==> src/rtl/mem_arbiter.sv <==
// rtl/mem_arbiter.sv - two-port (fetch/data) arbiter onto a single memory request bus
//
// Purpose: arbitrates an instruction-fetch port and a data port onto one memory
// bus, with a per-transaction 8-bit timeout that completes the access with bus_err.
//
// Ports:
//   clk, rst                      clock, synchronous active-high reset
//   if_req/if_addr                fetch request (level) and address
//   if_rdata/if_ready             fetched word and one-cycle completion pulse
//   dm_read/dm_write/dm_size      data request (level), size 00/11=word 01=half 10=byte
//   dm_addr/dm_wdata              data address and store data
//   dm_rdata/dm_ready             raw load word and one-cycle completion pulse
//   mem_req/mem_we/mem_size       memory request (held until mem_ack), write enable, size
//   mem_addr/mem_wdata            memory address and write data
//   mem_rdata/mem_ack             memory read data and completion strobe
//   stall_if/stall_dm             per-port pending indications
//   bus_err                       timeout pulse, coincident with the ready pulse
//
// Configuration: define MEM_ARB_RR_EN for round-robin arbitration when both ports
// request together; otherwise the data port has fixed priority.

module mem_arbiter (
    input  logic        clk,
    input  logic        rst,
    input  logic        if_req,
    input  logic [31:0] if_addr,
    output logic [31:0] if_rdata,
    output logic        if_ready,
    input  logic        dm_read,
    input  logic        dm_write,
    input  logic [1:0]  dm_size,
    input  logic [31:0] dm_addr,
    input  logic [31:0] dm_wdata,
    output logic [31:0] dm_rdata,
    output logic        dm_ready,
    output logic        mem_req,
    output logic        mem_we,
    output logic [1:0]  mem_size,
    output logic [31:0] mem_addr,
    output logic [31:0] mem_wdata,
    input  logic [31:0] mem_rdata,
    input  logic        mem_ack,
    output logic        stall_if,
    output logic        stall_dm,
    output logic        bus_err
);

    typedef enum logic [1:0] {
        IDLE    = 2'd0,
        IF_BUSY = 2'd1,
        DM_BUSY = 2'd2,
        DONE    = 2'd3
    } state_t;

    state_t      state_q;
    logic [31:0] cmd_addr_q;
    logic [31:0] cmd_wdata_q;
    logic [1:0]  cmd_size_q;
    logic        cmd_we_q;
    logic        mem_req_q;
    logic [31:0] if_rdata_q;
    logic [31:0] dm_rdata_q;
    logic        if_ready_q;
    logic        dm_ready_q;
    logic        bus_err_q;
    logic [7:0]  tmo_cnt_q;

    logic        dm_req;
    logic        grant_dm_d;

    assign dm_req = dm_read | dm_write;

`ifdef MEM_ARB_RR_EN
    // 1 when the data port won the most recent grant; reset value means fetch.
    logic last_grant_dm_q;

    always_comb begin
        grant_dm_d = dm_req;
        if (dm_req && if_req) begin
            grant_dm_d = ~last_grant_dm_q;
        end
    end
`else
    // Data port wins whenever it requests.
    assign grant_dm_d = dm_req;
`endif

    always_ff @(posedge clk) begin
        if (rst) begin
            state_q     <= IDLE;
            cmd_addr_q  <= 32'h0;
            cmd_wdata_q <= 32'h0;
            cmd_size_q  <= 2'b00;
            cmd_we_q    <= 1'b0;
            mem_req_q   <= 1'b0;
            if_rdata_q  <= 32'h0;
            dm_rdata_q  <= 32'h0;
            if_ready_q  <= 1'b0;
            dm_ready_q  <= 1'b0;
            bus_err_q   <= 1'b0;
            tmo_cnt_q   <= 8'h0;
`ifdef MEM_ARB_RR_EN
            last_grant_dm_q <= 1'b0;
`endif
        end else begin
            case (state_q)
                IDLE: begin
                    if (dm_req || if_req) begin
                        mem_req_q <= 1'b1;
                        tmo_cnt_q <= 8'h0;
`ifdef MEM_ARB_RR_EN
                        last_grant_dm_q <= grant_dm_d;
`endif
                        if (grant_dm_d) begin
                            // A simultaneous read and write resolves to a write.
                            cmd_addr_q  <= dm_addr;
                            cmd_wdata_q <= dm_wdata;
                            cmd_size_q  <= dm_size;
                            cmd_we_q    <= dm_write;
                            state_q     <= DM_BUSY;
                        end else begin
                            cmd_addr_q  <= if_addr;
                            cmd_wdata_q <= 32'h0;
                            cmd_size_q  <= 2'b00;
                            cmd_we_q    <= 1'b0;
                            state_q     <= IF_BUSY;
                        end
                    end
                end
                IF_BUSY, DM_BUSY: begin
                    if (mem_ack) begin
                        tmo_cnt_q <= 8'h0;
                        mem_req_q <= 1'b0;
                        state_q   <= DONE;
                        if (state_q == IF_BUSY) begin
                            if_rdata_q <= mem_rdata;
                            if_ready_q <= 1'b1;
                        end else begin
                            dm_rdata_q <= mem_rdata;
                            dm_ready_q <= 1'b1;
                        end
                    end else if (tmo_cnt_q == 8'd254) begin
                        // This busy cycle brings the count to 255: give up.
                        tmo_cnt_q <= 8'd255;
                        mem_req_q <= 1'b0;
                        bus_err_q <= 1'b1;
                        state_q   <= DONE;
                        if (state_q == IF_BUSY) begin
                            if_rdata_q <= 32'h0;
                            if_ready_q <= 1'b1;
                        end else begin
                            dm_rdata_q <= 32'h0;
                            dm_ready_q <= 1'b1;
                        end
                    end else begin
                        tmo_cnt_q <= tmo_cnt_q + 8'd1;
                    end
                end
                DONE: begin
                    // Single-cycle completion; no arbitration here, so a request
                    // still held at this edge is not re-granted until IDLE.
                    if_ready_q <= 1'b0;
                    dm_ready_q <= 1'b0;
                    bus_err_q  <= 1'b0;
                    state_q    <= IDLE;
                end
                default: begin
                    state_q <= IDLE;
                end
            endcase
        end
    end

    assign mem_req   = mem_req_q;
    assign mem_we    = cmd_we_q;
    assign mem_size  = cmd_size_q;
    assign mem_addr  = cmd_addr_q;
    assign mem_wdata = cmd_wdata_q;
    assign if_rdata  = if_rdata_q;
    assign dm_rdata  = dm_rdata_q;
    assign if_ready  = if_ready_q;
    assign dm_ready  = dm_ready_q;
    assign bus_err   = bus_err_q;
    assign stall_if  = if_req & ~if_ready_q;
    assign stall_dm  = dm_req & ~dm_ready_q;

endmodule
==> config.mk <==
export PLATFORM = sky130hd
export DESIGN_NAME = mem_arbiter
export DESIGN_NICKNAME = d
export VERILOG_FILES = /design/src/rtl/mem_arbiter.sv
export SDC_FILE = /design/constraint.sdc
export NUM_CORES = 1
export LEC_CHECK = 0
export CAP_MARGIN = 15
export CORE_MARGIN = 5
export CORE_UTILIZATION = 38
export DETAILED_ROUTE_END_ITERATION = 8
export HOLD_SLACK_MARGIN = 0.05
export PLACE_DENSITY_LB_ADDON = 0.05
export SETUP_SLACK_MARGIN = 0.3
export SYNTH_ARGS = -nofsm -noshare
export SYNTH_HDL_FRONTEND = slang
export SYNTH_SLANG_ARGS = --single-unit
==> constraint.sdc <==
create_clock -name clk -period 2.1 [get_ports clk]
set_input_delay 0.525 -clock clk [delete_from_list [all_inputs] [get_ports clk]]
set_output_delay 0.525 -clock clk [all_outputs]
set_load 0.1 [all_outputs]
==> results.json <==
{
  "htreeDepth": 4,
  "worst_slack_ns": 0.378,
  "post-dp-hpwl_mm": 13.3,
  "yosysTopAreaCell": "dfxtp_1",
  "max_cap_viol_count": 0,
  "clk_pin_slew_ns": 0.06,
  "first_pass_iters": 4,
  "viasPerCell": 5.04,
  "start_kind": "register",
  "antenna_found_initial": 0,
  "fin_nets": 1056,
  "ys_warn_count": 0,
  "synthTopCellsByArea": "dfxtp_1 47%, mux2i_1 11%, nand2b_1 6.6%, a311oi_1 5.3%, nor2_1 4.6%",
  "grt_max_degree": 66,
  "num_io_pins": 273,
  "tightestPinTransition_ns": 0.395,
  "num_antenna_cells": 0,
  "timing.rr.start": "tmo_cnt_q[1]",
  "fin_crit_ns": 1.72,
  "routedWlPerCell_um": 16.7,
  "synth-seq-area-share": 0.473,
  "end_kind": "register",
  "cts.sinks": 145,
  "outcome": "complete, no violations",
  "drt_iter0_drc": 215,
  "vias": 5759,
  "dieHeight_um": 137,
  "port_buffers": 272,
  "async_flop_share": 0,
  "clockBufferDepth": 2,
  "drive_above_1_share": 0.241,
  "layoutNonFillerInstCount": 1143,
  "hold_viol_final": 0,
  "final_core_util": 0.607,
  "synth_top_area_frac": 0.473,
  "power.total_mw": 15.0,
  "detail-route-antenna-nets": 0,
  "insertion_delay_ns": 0.41,
  "core_area_um2": 15900,
  "required_ns": 2.40,
  "cts_tree": "built",
  "rsz0062_at_grt": "no",
  "globalplace.congestion": 0.801,
  "synth-edff-count": 0,
  "die_width_um": 137,
  "grt.overflow.total": 0,
  "path_max_fanout": 8,
  "drv_slew": 0,
  "ir_worst_vdd_uv": 874,
  "hp-start": "dm_rdata[6]",
  "synth_commonest_cells": "145 x dfxtp_1, 76 x nor2_1, 66 x mux2i_1, 65 x nand2b_1",
  "cts_hold_repair.buffers": 0,
  "syn_area_um2": 6140,
  "grt_pass1_wl_mm": 28.8,
  "root_buffer": "clkbuf_16",
  "startpoint": "tmo_cnt_q[1]",
  "cts_made_buffers": 17,
  "leakagePower_nw": 4.21,
  "die_area_um2": 18800,
  "synth.avg_cell_area_um2": 9.43,
  "worstPathArrival_ns": 2.02,
  "pre_cts_slack_ns": -0.115,
  "yosysMostFrequentCell": "dfxtp_1",
  "max_freq_ghz": 0.581,
  "ff2ff_path_depth": 7,
  "fin_setup_tns_ns": 0,
  "route.detailed.drc": 0,
  "start_util": 0.387,
  "ys_seq_elements": 145,
  "relSlewSlack": 0.737,
  "drt_wl_total_mm": 19.1,
  "clock_skew_ns": 0.0101,
  "syn_nets": 793,
  "worstHoldPathType": "register to register",
  "whs_path_depth": 2,
  "min_period_over_period": 0.820,
  "area_growth_pct": 57.0,
  "path_class": "register to register",
  "grt_pass1_vias": 5724,
  "synthCells": 651,
  "synth_flop_cell": "dfxtp_1",
  "dp.cells": 1105,
  "pwr_density_cell_nw_per_um2": 1560,
  "synth_cell_type_count": 42,
  "setup_violations": 0,
  "num_rows": 46,
  "track_usage": 0.192
}
[metal layers]
layer  GRT usage  part of all wire
met1       0.223              0.41
met2       0.335              0.51
met5           0                 0
met4      0.0576             0.016
met3      0.0654             0.071
[kinds of logic after synthesis]
logic type,after synthesis,synth area share
adder cells (fa/ha/maj),6,0.0122
buffers and inverters,67,0.0509
AND/OR/NAND/NOR,230,0.198
multiplexers,66,0.108
flip-flops,145,0.473
AO/OA/AOI/OAI,137,0.159
[where the power goes]
part | total, mW | switching (mW) | internal [mW] | leakage, nW
clock network | 3.36 | 1.18 | 2.18 | 0.313
logic | 8.03 | 5.85 | 2.18 | 2.71
registers | 3.66 | 0.336 | 3.33 | 1.19
[registers in the layout, indices dropped and copies added (netlist names), named ones only]
register,cells
mem_addr,32
if_rdata,32
bus_err,1
tmo_cnt_q,8
mem_we,1
dm_rdata,32
dm_ready,1
mem_size,2
mem_req,1
state_q,2
mem_wdata,32
[placed cells by master (no fill, tap or decap), types with 5 or more instances in the layout]
| master | count |
|---|---|
| mux2i_1 | 66 |
| buf_12 | 10 |
| dfxtp_1 | 143 |
| nand2b_1 | 65 |
| inv_1 | 5 |
| a21oi_1 | 11 |
| nand2_1 | 36 |
| a22oi_1 | 36 |
| buf_4 | 156 |
| a311oi_1 | 37 |
| nand3_1 | 5 |
| clkbuf_16 | 19 |
| nor2_1 | 74 |
| clkdlybuf4s50_1 | 131 |
| bufinv_16 | 5 |
| o21ai_0 | 36 |
| nand3b_1 | 33 |
[what timing repair did]
item	in CTS	in global routing
gates cloned	0	3
gates resized for setup	6	16
endpoints found under the setup margin	33	73
pin swaps	1	3
setup buffers	1	2
[area by class of cell]
type / instances / area (um^2)
Clock buffer: 20 / 457
Multi-Input combinational cell: 439 / 3000
Sequential cell: 145 / 2910
Tap cell: 216 / 270
Timing Repair Buffer: 304 / 2770
Clock inverter: 12 / 204
Fill cell: 1404 / 6250
Inverter: 7 / 26.3
[critical path: stages (launching register included)]
cell and delay, ns:
dfxtp_4 0.39, ha_4 0.13, and4_4 0.26, a21o_1 0.17, nand3b_1 0.17, buf_6 0.18
clkbuf_16 0.17, mux2i_1 0.12
[stage by stage]
stage,hold WS [ns],instance area (um^2)
2_1_floorplan,0.444,6200
5_1_grt,0.482,9640
4_1_cts,0.459,9530
3_3_place_gp,0.462,8860
6_report,0.476,9640
3_5_place_dp,0.466,8860
[worst paths after layout]
path                  endpoint  slack [ns]
hold / removal     dm_rdata[6]        0.48
setup reg to reg  dm_rdata[30]        0.38
hold reg to reg    dm_rdata[6]        0.48
setup / recovery  dm_rdata[30]        0.38
Note: power is estimated with default switching activity, not from simulation.
